### config.mk
export PLATFORM = sky130hd
export DESIGN_NAME = mem_access
export DESIGN_NICKNAME = d
export VERILOG_FILES = /design/src/rtl/mem_access.sv
export SDC_FILE = /design/constraint.sdc
export NUM_CORES = 1
export LEC_CHECK = 0
export CELL_PAD_IN_SITES_DETAIL_PLACEMENT = 0
export CELL_PAD_IN_SITES_GLOBAL_PLACEMENT = 1
export CORE_ASPECT_RATIO = 2
export CORE_MARGIN = 1.5
export CORE_UTILIZATION = 35
export CTS_CLUSTER_DIAMETER = 80
export DETAILED_ROUTE_END_ITERATION = 16
export GPL_TIMING_DRIVEN = 0
export PLACE_DENSITY_LB_ADDON = 0.3
export REMOVE_ABC_BUFFERS = 1
export SETUP_SLACK_MARGIN = 0.05
export SYNTH_ARGS = -nofsm -noshare
export SYNTH_HDL_FRONTEND = slang
export SYNTH_SLANG_ARGS = --single-unit
export TNS_END_PERCENT = 30
### constraint.sdc
create_clock -name clk_i -period 5.7 [get_ports clk_i]
set_clock_uncertainty 0.1 [all_clocks]
set_input_delay 0.57 -clock clk_i [delete_from_list [all_inputs] [get_ports clk_i]]
set_output_delay 0.57 -clock clk_i [all_outputs]
set_load 0.02 [all_outputs]
### src/rtl/mem_access.sv
// mem_access: memory stage running one handshaked data-bus transaction per load/store,
// with load lane extraction. Define MEM_TIMEOUT_EN to build the ack timeout (ACK_TIMEOUT).
module mem_access #(
   parameter int unsigned ACK_TIMEOUT = 255
) (
   input  logic        clk_i,
   input  logic        rst_i,
   input  logic        mem_we_i,
   input  logic [31:0] mem_addr_i,
   input  logic [31:0] mem_data_i,
   input  logic [3:0]  mem_op_i,
   input  logic [4:0]  reg_waddr_i,
   input  logic        reg_we_i,
   input  logic [31:0] reg_wdata_i,
   input  logic        hold_i,
   input  logic [31:0] dbus_rdata_i,
   input  logic        dbus_ack_i,
   output logic        dbus_req_o,
   output logic        dbus_we_o,
   output logic [31:0] dbus_addr_o,
   output logic [31:0] dbus_wdata_o,
   output logic [3:0]  dbus_be_o,
   output logic        stall_req_o,
   output logic [4:0]  reg_waddr_o,
   output logic        reg_we_o,
   output logic [31:0] reg_wdata_o,
   output logic        misalign_o,
   output logic        bus_err_o
);
   typedef enum logic [1:0] {S_IDLE = 2'd0, S_WAIT = 2'd1, S_DONE = 2'd2} state_e;

   state_e      state_q, state_d;
   logic        req_q, req_d, we_q, we_d;
   logic [31:0] addr_q, addr_d, wdata_q, wdata_d, load_q, load_d;
   logic [3:0]  be_q, be_d, op_q, op_d;
   logic [1:0]  lane_q, lane_d;
   logic        is_load_q, is_load_d, misalign_q, misalign_d, kill_q, kill_d;

   logic        op_load_s, op_store_s, op_byte_s, op_half_s, op_word_s;
   logic        access_s, misaligned_s;
   logic [3:0]  be_s;
   logic [31:0] wdata_s;
   logic        unused_s;

   // mem_we_i duplicates the store encoding already carried by the opcode.
   assign unused_s = mem_we_i;

   function automatic logic [31:0] extract_load(input logic [3:0] op, input logic [1:0] lane,
                                                input logic [31:0] word);
      logic [7:0]  b;
      logic [15:0] h;
      case (lane)
         2'd0:    b = word[7:0];
         2'd1:    b = word[15:8];
         2'd2:    b = word[23:16];
         default: b = word[31:24];
      endcase
      h = lane[1] ? word[31:16] : word[15:0];
      case (op)
         4'd1:    extract_load = {{24{b[7]}}, b};
         4'd2:    extract_load = {{16{h[15]}}, h};
         4'd4:    extract_load = {24'h000000, b};
         4'd5:    extract_load = {16'h0000, h};
         default: extract_load = word;
      endcase
   endfunction

   always_comb begin
      op_load_s  = 1'b0;
      op_store_s = 1'b0;
      op_byte_s  = 1'b0;
      op_half_s  = 1'b0;
      op_word_s  = 1'b0;
      case (mem_op_i)
         4'd1, 4'd4: begin op_load_s = 1'b1;  op_byte_s = 1'b1; end
         4'd2, 4'd5: begin op_load_s = 1'b1;  op_half_s = 1'b1; end
         4'd3:       begin op_load_s = 1'b1;  op_word_s = 1'b1; end
         4'd6:       begin op_store_s = 1'b1; op_byte_s = 1'b1; end
         4'd7:       begin op_store_s = 1'b1; op_half_s = 1'b1; end
         4'd8:       begin op_store_s = 1'b1; op_word_s = 1'b1; end
         default:    begin op_load_s = 1'b0; end
      endcase
   end

   assign access_s     = op_load_s | op_store_s;
   assign misaligned_s = (op_half_s & mem_addr_i[0]) | (op_word_s & (mem_addr_i[1:0] != 2'b00));

   always_comb begin
      be_s    = 4'hF;
      wdata_s = 32'h0000_0000;
      if (op_store_s && op_byte_s) begin
         be_s    = 4'b0001 << mem_addr_i[1:0];
         wdata_s = {4{mem_data_i[7:0]}};
      end else if (op_store_s && op_half_s) begin
         be_s    = mem_addr_i[1] ? 4'b1100 : 4'b0011;
         wdata_s = {2{mem_data_i[15:0]}};
      end else if (op_store_s) begin
         wdata_s = mem_data_i;
      end else begin
         wdata_s = 32'h0000_0000;
      end
   end

`ifdef MEM_TIMEOUT_EN
   localparam logic [7:0] ACK_LAST = 8'(ACK_TIMEOUT - 1);
   logic [7:0] cnt_q, cnt_d;
   logic       err_q, err_d;
`endif

   always_comb begin
      state_d    = state_q;
      req_d      = req_q;
      we_d       = we_q;
      addr_d     = addr_q;
      wdata_d    = wdata_q;
      be_d       = be_q;
      op_d       = op_q;
      lane_d     = lane_q;
      is_load_d  = is_load_q;
      load_d     = load_q;
      kill_d     = kill_q;
      misalign_d = 1'b0;
`ifdef MEM_TIMEOUT_EN
      cnt_d      = cnt_q;
      err_d      = 1'b0;
`endif
      case (state_q)
         S_IDLE: begin
            if (access_s) begin
               op_d      = mem_op_i;
               lane_d    = mem_addr_i[1:0];
               is_load_d = op_load_s;
               load_d    = 32'h0000_0000;
               if (misaligned_s) begin
                  state_d    = S_DONE;
                  misalign_d = 1'b1;
                  kill_d     = 1'b1;
               end else begin
                  state_d = S_WAIT;
                  req_d   = 1'b1;
                  we_d    = op_store_s;
                  addr_d  = {mem_addr_i[31:2], 2'b00};
                  be_d    = be_s;
                  wdata_d = wdata_s;
                  kill_d  = 1'b0;
`ifdef MEM_TIMEOUT_EN
                  cnt_d   = 8'd0;
`endif
               end
            end else begin
               state_d = S_IDLE;
            end
         end
         S_WAIT: begin
            // Ack is checked first so it wins over a simultaneous timeout.
            if (dbus_ack_i) begin
               req_d   = 1'b0;
               state_d = S_DONE;
               load_d  = is_load_q ? extract_load(op_q, lane_q, dbus_rdata_i) : 32'h0000_0000;
`ifdef MEM_TIMEOUT_EN
            end else if (cnt_q == ACK_LAST) begin
               req_d   = 1'b0;
               err_d   = 1'b1;
               kill_d  = 1'b1;
               load_d  = 32'h0000_0000;
               state_d = S_DONE;
            end else begin
               cnt_d   = cnt_q + 8'd1;
`else
            end else begin
               state_d = S_WAIT;
`endif
            end
         end
         S_DONE: begin
            if (!hold_i) begin
               state_d = S_IDLE;
               kill_d  = 1'b0;
            end else begin
               state_d = S_DONE;
            end
         end
         default: state_d = S_IDLE;
      endcase
   end

   always_ff @(posedge clk_i or posedge rst_i) begin
      if (rst_i) begin
         state_q    <= S_IDLE;
         req_q      <= 1'b0;
         we_q       <= 1'b0;
         addr_q     <= 32'h0000_0000;
         wdata_q    <= 32'h0000_0000;
         be_q       <= 4'h0;
         op_q       <= 4'h0;
         lane_q     <= 2'b00;
         is_load_q  <= 1'b0;
         load_q     <= 32'h0000_0000;
         kill_q     <= 1'b0;
         misalign_q <= 1'b0;
      end else begin
         state_q    <= state_d;
         req_q      <= req_d;
         we_q       <= we_d;
         addr_q     <= addr_d;
         wdata_q    <= wdata_d;
         be_q       <= be_d;
         op_q       <= op_d;
         lane_q     <= lane_d;
         is_load_q  <= is_load_d;
         load_q     <= load_d;
         kill_q     <= kill_d;
         misalign_q <= misalign_d;
      end
   end

`ifdef MEM_TIMEOUT_EN
   always_ff @(posedge clk_i or posedge rst_i) begin
      if (rst_i) begin
         cnt_q <= 8'd0;
         err_q <= 1'b0;
      end else begin
         cnt_q <= cnt_d;
         err_q <= err_d;
      end
   end
   assign bus_err_o = err_q;
`else
   assign bus_err_o = 1'b0;
`endif

   always_comb begin
      stall_req_o = 1'b0;
      reg_waddr_o = reg_waddr_i;
      reg_we_o    = reg_we_i;
      reg_wdata_o = reg_wdata_i;
      if (rst_i) begin
         stall_req_o = 1'b0;
         reg_we_o    = 1'b0;
      end else begin
         case (state_q)
            S_IDLE: begin
               if (access_s) begin
                  stall_req_o = 1'b1;
                  reg_we_o    = 1'b0;
               end else begin
                  stall_req_o = 1'b0;
               end
            end
            S_WAIT: begin
               stall_req_o = 1'b1;
               reg_we_o    = 1'b0;
            end
            S_DONE: begin
               reg_we_o    = reg_we_i & ~kill_q;
               reg_wdata_o = is_load_q ? load_q : reg_wdata_i;
            end
            default: stall_req_o = 1'b0;
         endcase
      end
   end

   assign dbus_req_o   = req_q;
   assign dbus_we_o    = we_q;
   assign dbus_addr_o  = addr_q;
   assign dbus_wdata_o = wdata_q;
   assign dbus_be_o    = be_q;
   assign misalign_o   = misalign_q;
endmodule

# ---- Yosys cells after proc, flatten, opt, wreduce, memory -nomap -nowiden
# Index checks and enable logic that the tools add are counted.
dict set report totals {
  ff_bits 111
  input_bits 143
  word_cells 99
}
dict set report classes {
  eq_ne 20
  shifts 1
  mux 42
  bitwise 7
  n_reduce_logical 17
}
# op count
set ops {}
lappend ops {{$mux W32} 9}
lappend ops {{$pmux W32 S4} 1}
lappend ops {{$pmux W32 S2} 1}
lappend ops {{$eq A4 B3 Y1 const B} 6}
lappend ops {{$pmux W8 S3} 1}
lappend ops {{$mux W1} 17}
lappend ops {{$mux W16} 1}
lappend ops {{$eq A4 B2 Y1 const B} 3}
lappend ops {{$mux W4} 3}
lappend ops {{$reduce_and A3 Y1} 3}
lappend ops {{$reduce_or A3 Y1} 3}
lappend ops {{$eq A4 B1 Y1 const B} 2}
lappend ops {{$mux W2} 4}
lappend ops {{$ne A2 B2 Y1 const B} 4}
lappend ops {{$pmux W1 S2} 3}
lappend ops {{$pmux W2 S3} 1}
lappend ops {{$reduce_bool A2 Y1} 3}
lappend ops {{$reduce_or A5 Y1} 1}
lappend ops {{$eq A2 B1 Y1 const B} 2}
lappend ops {{$eq A2 B2 Y1 const B} 2}
lappend ops {{$eq A4 B4 Y1 const B} 1}
lappend ops {{$logic_not A2 Y1} 2}
lappend ops {{$reduce_and A4 Y1} 1}
lappend ops {{$shl A1 B2 Y4 const A} 1}
lappend ops {{other kinds (7)} 12}

# ---- Longest topological paths before layout
dict set report logic_depth {
  word_depth 8
  ltp_mapped 7
  depth_no_buf 4
}

# ---- Worst setup path after synthesis
# OpenSTA, ideal clock, no wires.
dict set report synth_path {
  kind {input -> output}
  from {input port rst_i}
  to {output port reg_we_o}
  t_arrival_ns 3.462
  slack_ns 1.568
  stages 2
  path_cell_list {inv_1 -> o2111a_1}
}
dict set report synth_via {
  elab_chain_len 1
}
# item line_no
set synth_rtl {}
lappend synth_rtl {{start: declaration} 7} ;# input logic rst_i,
lappend synth_rtl {{$mux W1} 237} ;# if (rst_i) begin
lappend synth_rtl {{end: declaration} 25} ;# output logic reg_we_o,
# Every way passes these cells.

# ---- Worst setup path in the final report
dict set report layout_path {
  from {input port mem_op_i[0]}
  to {register addr_q[12], in the netlist dbus_addr_o[12]}
}
dict set report layout_via {
  elab_chain_len 7
  word_cells_on_any_way 22
  classes_between {eq/ne (8); mux (4); bitwise (5); reduce/logical (5)}
}
# item line_no
set layout_rtl {}
lappend layout_rtl {{start: declaration} 11} ;# input logic [3:0] mem_op_i,
lappend layout_rtl {{$eq A4 B3 Y1, or another cell as far along} 74} ;# case (mem_op_i)
lappend layout_rtl {{$reduce_or A3 Y1 (no source line) or $reduce_or A2 Y1 (tied branches)} n/a}
lappend layout_rtl {{$mux W1} 74}
lappend layout_rtl {{$and A1 B1 Y1} 86} ;# assign misaligned_s = (op_half_s & mem_addr_i[0]) | (op_word_s & (mem_addr_i[1:0] != 2'b00));
lappend layout_rtl {{$or A1 B1 Y1} 86}
lappend layout_rtl {{$not A1 Y1 (no source line)} n/a}
lappend layout_rtl {{$reduce_and A3 Y1 (no source line) (*)} n/a}
lappend layout_rtl {{end signal: assignment} 205} ;# addr_q <= addr_d;
lappend layout_rtl {{end: declaration} 34} ;# logic [31:0] addr_q, addr_d, wdata_q, wdata_d, load_q, load_d;
# Every way passes the cells marked *; elsewhere a longest branch is shown, timed or not.
# A chain may end at the register's enable or synchronous reset.

==> impl_metrics.env <==
export IMPL_status="complete, no violations"
export IMPL_detailroute_via_count=5605
export IMPL_vdd_ir_drop_max_mv=0.275
export IMPL_fp_row_count=68
export IMPL_yosysSeqAreaShare=0.451
export IMPL_max_clock_freq_mhz=224
export IMPL_power_frac_comb=0.509
export IMPL_timing_critical_path_cells="clkdlybuf4s50_1, o31ai_2, nand3_2, nor3_4, buf_16, buf_16, mux2_1"
export IMPL_numPortBuffers=239
export IMPL_worstPathMaxFanout=34
export IMPL_drive_gt1_frac=0.110
export IMPL_synth_yosys_warnings=0
export IMPL_rsz0062_at_grt="false"
export IMPL_nNetsFinal=931
export IMPL_dp_area_mm2=0.00871
export IMPL_power_net_switching_uw=1680
export IMPL_max_cap_viols=0
export IMPL_synth_edf_count=0
export IMPL_post_cts_setup_buffer_count=0
export IMPL_ant_nets=0
export IMPL_hold_path_cell_count=1
export IMPL_yosysTopAreaCell="sky130_fd_sc_hd__dfrtp_1"
export IMPL_gr_usage_met2=0.420
export IMPL_timing_worst_setup_path_type="in -> reg"
export IMPL_numPlacedInstances=986
export IMPL_synth_async_reset_ratio=1.00
export IMPL_die_width_um=96.8
export IMPL_post_synth_top_area_fraction=0.451
export IMPL_core_area_mm2=0.0173
export IMPL_crit_path_end_kind="flip-flop"
export IMPL_yosys_register_bits=111
export IMPL_final_instance_count_excl_fill=1003
export IMPL_crit_top_cell="sky130_fd_sc_hd__buf_16"
export IMPL_routed_via_density=5.59
export IMPL_fin_hold_ws_ns=0.387
export IMPL_total_leakage_power_uw=0.00367
export IMPL_place_gp_congestion=0.787
export IMPL_setup_worst_path_start_class="input pin"
export IMPL_fillers=1594
export IMPL_detailedRoute_firstPassIterationCount=5
export IMPL_post_dp_hpwl_mm=15.3
export IMPL_grt_total_usage=0.221
export IMPL_grt_remaining_overflow=0
export IMPL_postCtsHoldBufs=0
export IMPL_synth_area_per_cell_um2=10.6
export IMPL_use_met3=0.0612
export IMPL_netSwitchingFraction=0.400
export IMPL_post_synthesis_cell_count=583
export IMPL_initial_utilization=0.356
export IMPL_finalHoldViolations=0
export IMPL_first_pass_grt_wire_length_mm=32.5
export IMPL_post_cts_resize_count=0
export IMPL_relSlewSlack=0.105
export IMPL_design_portCount=254
export IMPL_layout_min_cycle_time_ns=4.47
export IMPL_finalSetupViolCount=0
export IMPL_flow_area_growth_from_synthesis_pct=47.1
export IMPL_clock_input_transition_at_the_sequential_cells_of_the_worst_setup_and_hold_paths_ns=0.08
export IMPL_synth_cell_types=55
export IMPL_synthTopCellsByArea="sky130_fd_sc_hd__dfrtp_1 (45%), sky130_fd_sc_hd__mux2_2 (7.5%), sky130_fd_sc_hd__mux2_1 (7.0%)"
export IMPL_max_clock_path_buffers=2
export IMPL_timing_final_max_slew_violations=0
export IMPL_top_usage_layer="met2"
export IMPL_grt_start_max_net_pins=95
export IMPL_synth_area_mm2=0.00616
export IMPL_grt_met1_usage=0.219
export IMPL_internal_power_uw=2520
export IMPL_finalCritPeriodShare=0.784
export IMPL_required_ns=5.83
export IMPL_clock_insertion_delay_worst_skew_ns=0.35
export IMPL_tritoncts="yes"
export IMPL_pwr_share_seq=0.322
export IMPL_critical_path_arrival_ns=4.60
export IMPL_total_power_uw=4200
export IMPL_clk_root_buffer_cell="sky130_fd_sc_hd__clkbuf_16"
export IMPL_post_drt_wl_per_cell_um=20.3
export IMPL_antennaDiodeCount=0
export IMPL_via_count_of_the_first_global_routing_pass=6328
export IMPL_initialDrtViolationCount=157
export IMPL_worstHoldPathType="reg -> reg"
export IMPL_drc=0
export IMPL_synth_ff_type="sky130_fd_sc_hd__dfrtp_1"
export IMPL_post_route_cell_area_mm2=0.00905
export IMPL_height_of_the_die_um=191
export IMPL_worst_pin_slew_ns=1.34
export IMPL_number_of_cells_on_the_worst_reg_to_reg_path=6
export IMPL_timing_critical_path_slowest_cell_delay_ns=0.94
export IMPL_post_route_wl_mm=20.4
export IMPL_cts_htree_levels=3
export IMPL_number_of_antenna_violations_at_the_first_check_in_global_routing=0
export IMPL_die_area_mm2=0.0184
export IMPL_power_density_mw_per_mm2=464
export IMPL_cts_bufs_inserted=9
export IMPL_p_clk_frac=0.169
export IMPL_cpMaxStageDelayCell="sky130_fd_sc_hd__clkdlybuf4s50_1"
export IMPL_clock_sinks=111
==> worst paths after layout <==
kind                                  from               to  slack [ns]
hold reg to reg            dbus_addr_o[24]  dbus_addr_o[24]        0.39
hold / removal             dbus_addr_o[24]  dbus_addr_o[24]        0.39
min in group asynchronous            rst_i       misalign_o        0.49
setup / recovery               mem_op_i[0]  dbus_addr_o[12]        1.23
max in group asynchronous            rst_i        load_q[7]        4.26
setup reg to reg                state_q[0]  dbus_addr_o[12]        2.12
==> layer usage <==
layer,share of wire,vias up
li1,-,2579
met1,0.35,2725
met2,0.55,259
met3,0.069,42
met4,0.030,0
met5,0,-
==> layout make-up <==
type | count | area (µm²) | share of cell area
Multi-Input combinational cell | 395 | 3060 | 0.338
Sequential cell | 111 | 2780 | 0.307
Timing Repair Buffer | 250 | 2540 | 0.281
Tap cell | 210 | 263 | 0.0290
Clock buffer | 12 | 256 | 0.0283
Inverter | 21 | 83.8 | 0.00926
Clock inverter | 4 | 76.3 | 0.00843
==> through the flow <==
| step | setup slack (ns) | utilization | TNS, ns |
|---|---|---|---|
| 5_1_grt | 0.956 | 0.524 | 0 |
| 6_report | 1.23 | 0.524 | 0 |
| 2_1_floorplan | 0.377 | - | 0 |
| 4_1_cts | 1.11 | 0.524 | 0 |
| 3_3_place_gp | -2.06 | 0.494 | -147.50 |
| 3_5_place_dp | 0.734 | 0.505 | 0 |
==> worst max-delay path, delay by kind of cell <==
family,cells,cell delay [ns]
buffers and inverters,3,1.37
AND/OR/NAND/NOR,2,1.72
AO/OA/AOI/OAI,1,0.57
multiplexers,1,0.34
==> state kept, by name, indices dropped and copies added, names as in the netlist <==
| register | cells |
|---|---|
| misalign_o | 1 |
| dbus_be_o | 4 |
| dbus_req_o | 1 |
| dbus_wdata_o | 32 |
| dbus_addr_o | 30 |
| op_q | 4 |
| load_q | 32 |
| kill_q | 1 |
| is_load_q | 1 |
| state_q | 2 |
| dbus_we_o | 1 |
| lane_q | 2 |
==> synthesized netlist by cell type, drive strengths merged (8+ instances only) <==
cell type and count:
a21oi 21, a22oi 8, a31oi 28, and3 17, buf 26, clkbuf 32
dfrtp 111, inv 21, mux2 79, mux2i 16, mux4 8, nand2 22
nor2 26, nor3 21, o21ai 33, o221ai 9, o22ai 15, o31ai 25
==> power by group through the flow <==
stage | clock (µW) | combinational, µW | sequential [µW]
floorplan | 0 | 925 | 1550
global placement | 0 | 2050 | 1340
detailed placement | 0 | 2140 | 1370
CTS | 731 | 2160 | 1360
global route | 758 | 2290 | 1400
finish | 709 | 2140 | 1350
==> cells in the final DEF, fill, tap and decap left out, drive strengths merged, types with 3 or more instances in the layout <==
| cell type | instances |
|---|---|
| clkdlybuf4s50 | 239 |
| inv | 22 |
| buf | 10 |
| nand2b | 7 |
| a2bb2oi | 3 |
| clkbuf | 13 |
| nand3b | 3 |
| nor2 | 26 |
| dfrtp | 111 |
| a221o | 7 |
| nand2 | 22 |
| a31oi | 28 |
| and3 | 17 |
| o221ai | 9 |
| o21ai | 33 |
| a22oi | 8 |
| a21oi | 21 |
| mux4 | 8 |
| mux2 | 79 |
| o22ai | 15 |
| o31ai | 25 |
| nor2b | 5 |
| and4b | 3 |
| conb | 3 |
| nor3 | 21 |
| and2 | 7 |
| mux2i | 16 |
==> cell families after synthesis <==
group,count (synthesis),share of synthesized area
AO/OA/AOI/OAI,164,0.178
AND/OR/NAND/NOR,124,0.111
flip-flops,111,0.451
multiplexers,103,0.200
buffers and inverters,79,0.0579
XOR/XNOR,1,0.00142
other,1,0.000609
Note: power is estimated with default switching activity, not from simulation.
